[src/rtl/s2p_pkg.sv]
// Shared types and constants for the serial-to-parallel frame receiver.
package s2p_pkg;

  typedef enum logic {
    S_IDLE  = 1'b0,
    S_SHIFT = 1'b1
  } state_e;

  localparam int W_DEFAULT = 4;
  localparam int QDEPTH    = 2;

endpackage

[src/rtl/s2p_frame_rx_if.sv]
// Bus between the serial source / word consumer and the receiver.
interface s2p_frame_rx_if #(parameter int W = 4);

  logic         din;
  logic         sof;
  logic [W-1:0] dout;
  logic         dout_vld;
  logic         dout_rdy;
  logic         frm_err;
  logic         ovf;
  logic         err_clr;

  // Environment side: drives the serial stream and consumes words.
  modport master (
    output din, sof, dout_rdy, err_clr,
    input  dout, dout_vld, frm_err, ovf
  );

  // Receiver side.
  modport slave (
    input  din, sof, dout_rdy, err_clr,
    output dout, dout_vld, frm_err, ovf
  );

endinterface

[src/rtl/s2p_out_queue.sv]
// Two-entry output FIFO; entry 0 is the head and drives dout directly,
// so dout is a flop and falls back to zero whenever the queue drains.
module s2p_out_queue import s2p_pkg::*; #(
  parameter int W = W_DEFAULT
) (
  input  logic         clk,
  input  logic         rst,
  input  logic         push,
  input  logic [W-1:0] push_data,
  input  logic         pop_rdy,
  input  logic         err_clr,
  output logic [W-1:0] dout,
  output logic         dout_vld,
  output logic         ovf
);

  logic [W-1:0] e0_q, e0_d;
  logic [W-1:0] e1_q, e1_d;
  logic [1:0]   count_q, count_d;
  logic         ovf_q, ovf_d;
  logic         pop;
  logic         full;
  logic         drop;

  // Next queue contents: pop shifts entry 1 to the head, and a pop frees a
  // slot before a same-cycle push so a full queue still accepts the word.
  always_comb begin
    e0_d    = e0_q;
    e1_d    = e1_q;
    count_d = count_q;
    ovf_d   = ovf_q;
    drop    = 1'b0;
    full    = (count_q == 2'(QDEPTH));
    pop     = (count_q != 2'd0) && pop_rdy;
    unique case ({push, pop})
      2'b11: begin
        if (count_q == 2'd1) begin
          e0_d = push_data;
        end else begin
          e0_d = e1_q;
          e1_d = push_data;
        end
      end
      2'b01: begin
        e0_d    = e1_q;
        e1_d    = '0;
        count_d = count_q - 2'd1;
      end
      2'b10: begin
        if (full) begin
          drop = 1'b1;
        end else begin
          if (count_q == 2'd0) begin
            e0_d = push_data;
          end else begin
            e1_d = push_data;
          end
          count_d = count_q + 2'd1;
        end
      end
      default: ;
    endcase
    if (err_clr) begin
      ovf_d = 1'b0;
    end else if (drop) begin
      ovf_d = 1'b1;
    end
  end

  // Queue state registers.
  always_ff @(posedge clk or negedge rst) begin
    if (!rst) begin
      e0_q    <= '0;
      e1_q    <= '0;
      count_q <= 2'd0;
      ovf_q   <= 1'b0;
    end else begin
      e0_q    <= e0_d;
      e1_q    <= e1_d;
      count_q <= count_d;
      ovf_q   <= ovf_d;
    end
  end

  assign dout     = e0_q;
  assign dout_vld = (count_q != 2'd0);
  assign ovf      = ovf_q;

endmodule

[src/rtl/s2p_frame_rx.sv]
// Serial-to-parallel frame receiver: collects W bits MSB first after each
// frame start, flags frames that restart early and queues finished words.
module s2p_frame_rx import s2p_pkg::*; #(
  parameter int W = W_DEFAULT
) (
  input  logic           clk,
  input  logic           rst,
  s2p_frame_rx_if.slave  bus
);

  localparam int             BW   = $clog2(W);
  localparam logic [BW-1:0] LAST = BW'(W - 1);

  // Bit 0 of the word comes straight from din on the final edge, so the
  // shift register only needs to hold the upper W-1 bits.
  state_e        state_q, state_d;
  logic [BW-1:0] bcnt_q, bcnt_d;
  logic [W-1:1]  sr_q, sr_d;
  logic          frm_err_q, frm_err_d;
  logic          push;
  logic [W-1:0]  push_word;

  // Frame assembly: a start in SHIFT aborts the partial word and restarts.
  always_comb begin
    state_d   = state_q;
    bcnt_d    = bcnt_q;
    sr_d      = sr_q;
    frm_err_d = 1'b0;
    push      = 1'b0;
    push_word = {sr_q, bus.din};
    unique case (state_q)
      S_IDLE: begin
        if (bus.sof) begin
          sr_d       = '0;
          sr_d[W-1]  = bus.din;
          bcnt_d     = BW'(1);
          state_d    = S_SHIFT;
        end
      end
      S_SHIFT: begin
        if (bus.sof) begin
          frm_err_d  = 1'b1;
          sr_d       = '0;
          sr_d[W-1]  = bus.din;
          bcnt_d     = BW'(1);
        end else if (bcnt_q == LAST) begin
          push       = 1'b1;
          bcnt_d     = '0;
          state_d    = S_IDLE;
        end else begin
          for (int i = 1; i < W; i++) begin
            if (i == (W - 1 - int'(bcnt_q))) sr_d[i] = bus.din;
          end
          bcnt_d     = bcnt_q + BW'(1);
        end
      end
      default: state_d = S_IDLE;
    endcase
  end

  // FSM, counter, shift register and error pulse registers.
  always_ff @(posedge clk or negedge rst) begin
    if (!rst) begin
      state_q   <= S_IDLE;
      bcnt_q    <= '0;
      sr_q      <= '0;
      frm_err_q <= 1'b0;
    end else begin
      state_q   <= state_d;
      bcnt_q    <= bcnt_d;
      sr_q      <= sr_d;
      frm_err_q <= frm_err_d;
    end
  end

  assign bus.frm_err = frm_err_q;

  s2p_out_queue #(.W(W)) u_queue (
    .clk       (clk),
    .rst       (rst),
    .push      (push),
    .push_data (push_word),
    .pop_rdy   (bus.dout_rdy),
    .err_clr   (bus.err_clr),
    .dout      (bus.dout),
    .dout_vld  (bus.dout_vld),
    .ovf       (bus.ovf)
  );

endmodule

[src/flat_wrapper.sv]
// flat-port wrapper written by rule: the top's interface ports become plain ports
module s2p_frame_rx_flat import s2p_pkg::*;
#(
  parameter int W = W_DEFAULT
)
  (clk, rst, bus_din, bus_sof, bus_dout_rdy, bus_err_clr, bus_dout, bus_dout_vld, bus_frm_err, bus_ovf);
  s2p_frame_rx_if #(.W(W)) bus_i ();
  input  logic clk;
  input  logic rst;
  input wire logic [$bits(bus_i.din)-1:0] bus_din;
  input wire logic [$bits(bus_i.sof)-1:0] bus_sof;
  input wire logic [$bits(bus_i.dout_rdy)-1:0] bus_dout_rdy;
  input wire logic [$bits(bus_i.err_clr)-1:0] bus_err_clr;
  output wire logic [$bits(bus_i.dout)-1:0] bus_dout;
  output wire logic [$bits(bus_i.dout_vld)-1:0] bus_dout_vld;
  output wire logic [$bits(bus_i.frm_err)-1:0] bus_frm_err;
  output wire logic [$bits(bus_i.ovf)-1:0] bus_ovf;
  assign bus_i.din = bus_din;
  assign bus_i.sof = bus_sof;
  assign bus_i.dout_rdy = bus_dout_rdy;
  assign bus_i.err_clr = bus_err_clr;
  assign bus_dout = bus_i.dout;
  assign bus_dout_vld = bus_i.dout_vld;
  assign bus_frm_err = bus_i.frm_err;
  assign bus_ovf = bus_i.ovf;
  s2p_frame_rx #(.W(W)) u_core (.clk(clk), .rst(rst), .bus(bus_i));
endmodule
[config.mk]
export PLATFORM = sky130hd
export DESIGN_NAME = s2p_frame_rx_flat
export DESIGN_NICKNAME = d
export VERILOG_FILES = /design/src/rtl/s2p_pkg.sv /design/src/rtl/s2p_frame_rx_if.sv /design/src/rtl/s2p_out_queue.sv /design/src/rtl/s2p_frame_rx.sv /design/src/flat_wrapper.sv
export SDC_FILE = /design/constraint.sdc
export NUM_CORES = 1
export LEC_CHECK = 0
export ABC_AREA = 1
export BUFFER_PORTS_ARGS = -buffer_cell sky130_fd_sc_hd__buf_2
export CAP_MARGIN = 10
export CORE_MARGIN = 2
export CORE_UTILIZATION = 61
export DETAILED_ROUTE_END_ITERATION = 8
export GPL_TIMING_DRIVEN = 0
export PLACE_DENSITY = 0.87
export SLEW_MARGIN = 40
export SYNTH_ARGS = -nofsm -noshare
export SYNTH_HDL_FRONTEND = slang
export SYNTH_SLANG_ARGS = --single-unit
export TNS_END_PERCENT = 1
[constraint.sdc]
create_clock -name clk -period 2.95 [get_ports clk]
set_input_delay 0.1475 -clock clk [delete_from_list [all_inputs] [get_ports clk]]
set_output_delay 0.1475 -clock clk [all_outputs]
set_load 0.02 [all_outputs]
==> key figures <==
Timing
  • Final setup fails: 0
  • Final Max Tran Viols: 0
  • Peak Freq: around 490 MHz
  • RSZ-0062 raised after global routing: false
  • Worst Skew: 0.00754 ns
  • Period utilization: 0.692
  • Fin. Hold Viols: 0
  • Fin Setup TNS: 0 ns
  • Min Clock Period, post-route: 2.04 ns
  • Rel. slew slack: 0.725
  • Worst Tran Pin Value: 0.412 ns

Placed design
  • Port-buffer cells: 12
  • Post-DP HPWL: 1.81 mm
  • Placed cell areas: 1230 sq um
  • Gpl congestion: 0.861
  • Inst Count DP: 189

Global route
  • Remaining Overflow, GRT: 0
  • GRT met2 Usage: 0.424
  • First-pass GRT wire length: about 4.0 mm
  • Total GRT Usage: 0.257
  • Grt met3 use: 0.0423
  • Initial antenna violation count: 0
  • Largest net degree at the start of global routing: 19
  • M1 GR Usage: 0.325
  • Vias in the first global route: 932
  • Most Crowded Layer GR: met2

Synth
  • Ys flop type: dfrtp_1
  • Mapped Nets: 171
  • Syn Inst Count: 152
  • Simple-gate area share of the yosys netlist: 0.282
  • Count of state elements after synthesis: 18
  • Post-synthesis compound-gate area fraction: 0.0811
  • Synth Area in Adders: 0.143
  • Mapped Area: 1140 sq um
  • Ys async rst share: 1.00
  • Synth top area share: 0.395
  • Main combinational cell family by area after synthesis: simple AND/OR/NAND/NOR gates
  • Avg Cell Area, Syn: 7.51 sq um
  • Ys Warns: 0
  • Mux cell area share after synthesis: 0
  • Cell taking the most area after synthesis: dfrtp_1
  • Top cells by area, synth: dfrtp_1, nand2_1, ha_1
  • Netlist cell types: 19
  • Top cells by count, synth: nand2_1, inv_1, dfrtp_1
  • EDFF count, synth: 0
  • Seq/Total Area, Yosys: 0.395
  • Post-synthesis xor/xnor area fraction: 0.00768
  • Count leader, synth: nand2_1

Worst setup path
  • Register-to-register setup slack: 0.91 ns
  • Setup crit start kind: flop
  • Crit path capture type: flop
  • CP startpoint: u_core.u_queue.count_q[0]
  • Reg2reg end: u_core.u_queue.e1_q[2]
  • Setup CP Type: reg2reg
  • CP required: 3.17 ns
  • FF-to-FF Start: u_core.u_queue.count_q[0]
  • R2R cell count: 10
  • Critical Path AT: around 2.3 ns
  • CP max FO: 8

Finish
  • Multi-input logic area: 586 sq um
  • Layout Cells excl Fill: 195
  • Proportion of layout cells with a drive suffix above 1: 0.153
  • Fin area: about 1300 sq um
  • Area grow syn2layout: 12.9%
  • # diodes: 0
  • Reg area: 450 sq um
  • # fillers: 141
  • Final nets: 190

Die
  • Std cell rows: 15
  • Area of the core: 1750 sq um
  • Die height: 47.3 um
  • IO Count: 13
  • Die width: between 40 and 50 um
  • DIE AREA: 2230 sq um
  • Initial Util: 0.654

Drt
  • WL per Instance: between 10 and 15 um
  • Residual DRC: 0
  • Initial drt markers: 17
  • Routed WL: 2.51 mm
  • Detail Route Antenna Nets: 0
  • Initial DRT Pass Iterations: 6
  • Post-DR vias/cell: 5.17
  • Via count: 1,008

Clock network
  • Worst-path clk slew: 0.10 ns
  • Worst-Skew Late Latency: roughly 0.29 ns
  • Clk buf depth: 2
  • Clock sinks: 18
  • CTS tree: yes
  • CTS buffer count: 3
  • # Post-CTS Setup Buffers: 0
  • H-tree Lvls: 1
  • CTS root buf: clkbuf_4

Hold path
  • Worst Hold Depth: 3
  • Hold path endpoint: u_core.sr_q[3]
  • Hold/Removal Path Class: in2reg
  • Hold wc startpoint: bus_din

Power and ir drop
  • Worst vdd ir: 580 uV
  • PD cells: roughly 920 nW/um^2
  • Leak: 0.745 nW

Run
  • Max_cap viols: 0

Run status
  • Run status: complete, no violations
## stage by stage
stage | hold slack, ns | power (mW) | utilization | setup slack, ns
after floorplan | -0.148 | 0.866 | - | 1.11
after global placement | 0.100 | 0.993 | 0.706 | 1.05
after detailed placement | 0.101 | 1.03 | 0.706 | 0.975
after CTS | 0.0909 | 1.19 | 0.738 | 0.920
after global routing | 0.107 | 1.30 | 0.738 | 0.709
final | 0.0971 | 1.19 | 0.738 | 0.908
## cell families after synthesis
family	after synthesis
buffers and inverters	28
DFF	18
and+or+nand+nor	76
xor gates and xnor gates	1
adders and majority gates	13
AOI/OAI and AO/OA	16
## cell type report
type	count	share of cell area
Sequential cell	18	0.350
Clock buffer	4	0.0282
Inverter	28	0.0816
Tap cell	25	0.0243
Timing Repair Buffer	14	0.0621
Multi-Input combinational cell	106	0.454
## what timing repair did
action                    4_1_cts  5_1_grt
hold buffers                    2        0
resized for setup               0        0
hold endpoints to repair       19        0
## worst max-delay path by stage
stage,endpoint,cells past startpoint
floorplan,u_core.u_queue.e1_q[0],10
global placement,u_core.u_queue.e1_q[0],10
detailed placement,u_core.u_queue.e1_q[2],10
CTS,u_core.u_queue.e1_q[2],10
global route,u_core.u_queue.e1_q[2],10
finish,u_core.u_queue.e1_q[2],10
## flip-flops by register name, indices dropped and copies added (netlist names)
name	cells
u_core.u_queue.dout	4
u_core.bcnt_q	2
u_core.state_q	1
u_core.u_queue.ovf	1
u_core.sr_q	3
u_core.bus.frm_err	1
u_core.u_queue.count_q	2
u_core.u_queue.e1_q	4
## routing by layer
metal  wire, um  up-vias  share of wire
met5          0        -              0
met4         59        0          0.024
met3         83        9          0.033
met2       1260       29           0.50
met1       1100      466           0.44
li1           -      504              -
## worst max-delay path, cell delays in order (launching register included)
cell and delay, ns:
dfrtp_1 0.39, inv_1 0.08, ha_1 0.22, inv_1 0.12, nand2_1 0.16, ha_1 0.38, nand2_4 0.19, nand2_2 0.08
nor2_4 0.20, nand2_1 0.07, o21ai_1 0.08
## layout by cell type, fill, tap and decap left out, drive strengths merged
cell,count
xnor2,1
dlygate4sd3,2
ha,13
buf,12
inv,28
o22ai,2
clkbuf,4
o21a,1
nand3,9
o21ai,9
dfrtp,18
nand2,54
nand4,1
a211oi,1
a21oi,3
nor3,2
nor2,10
## power by group
| group | total [mW] | switching (mW) | internal [mW] |
|---|---|---|---|
| clock | 0.152 | 0.0770 | 0.0752 |
| combinational | 0.642 | 0.421 | 0.222 |
| sequential | 0.394 | 0.0562 | 0.337 |
| total | 1.19 | 0.554 | 0.634 |
(Power assumes the default switching activity.)
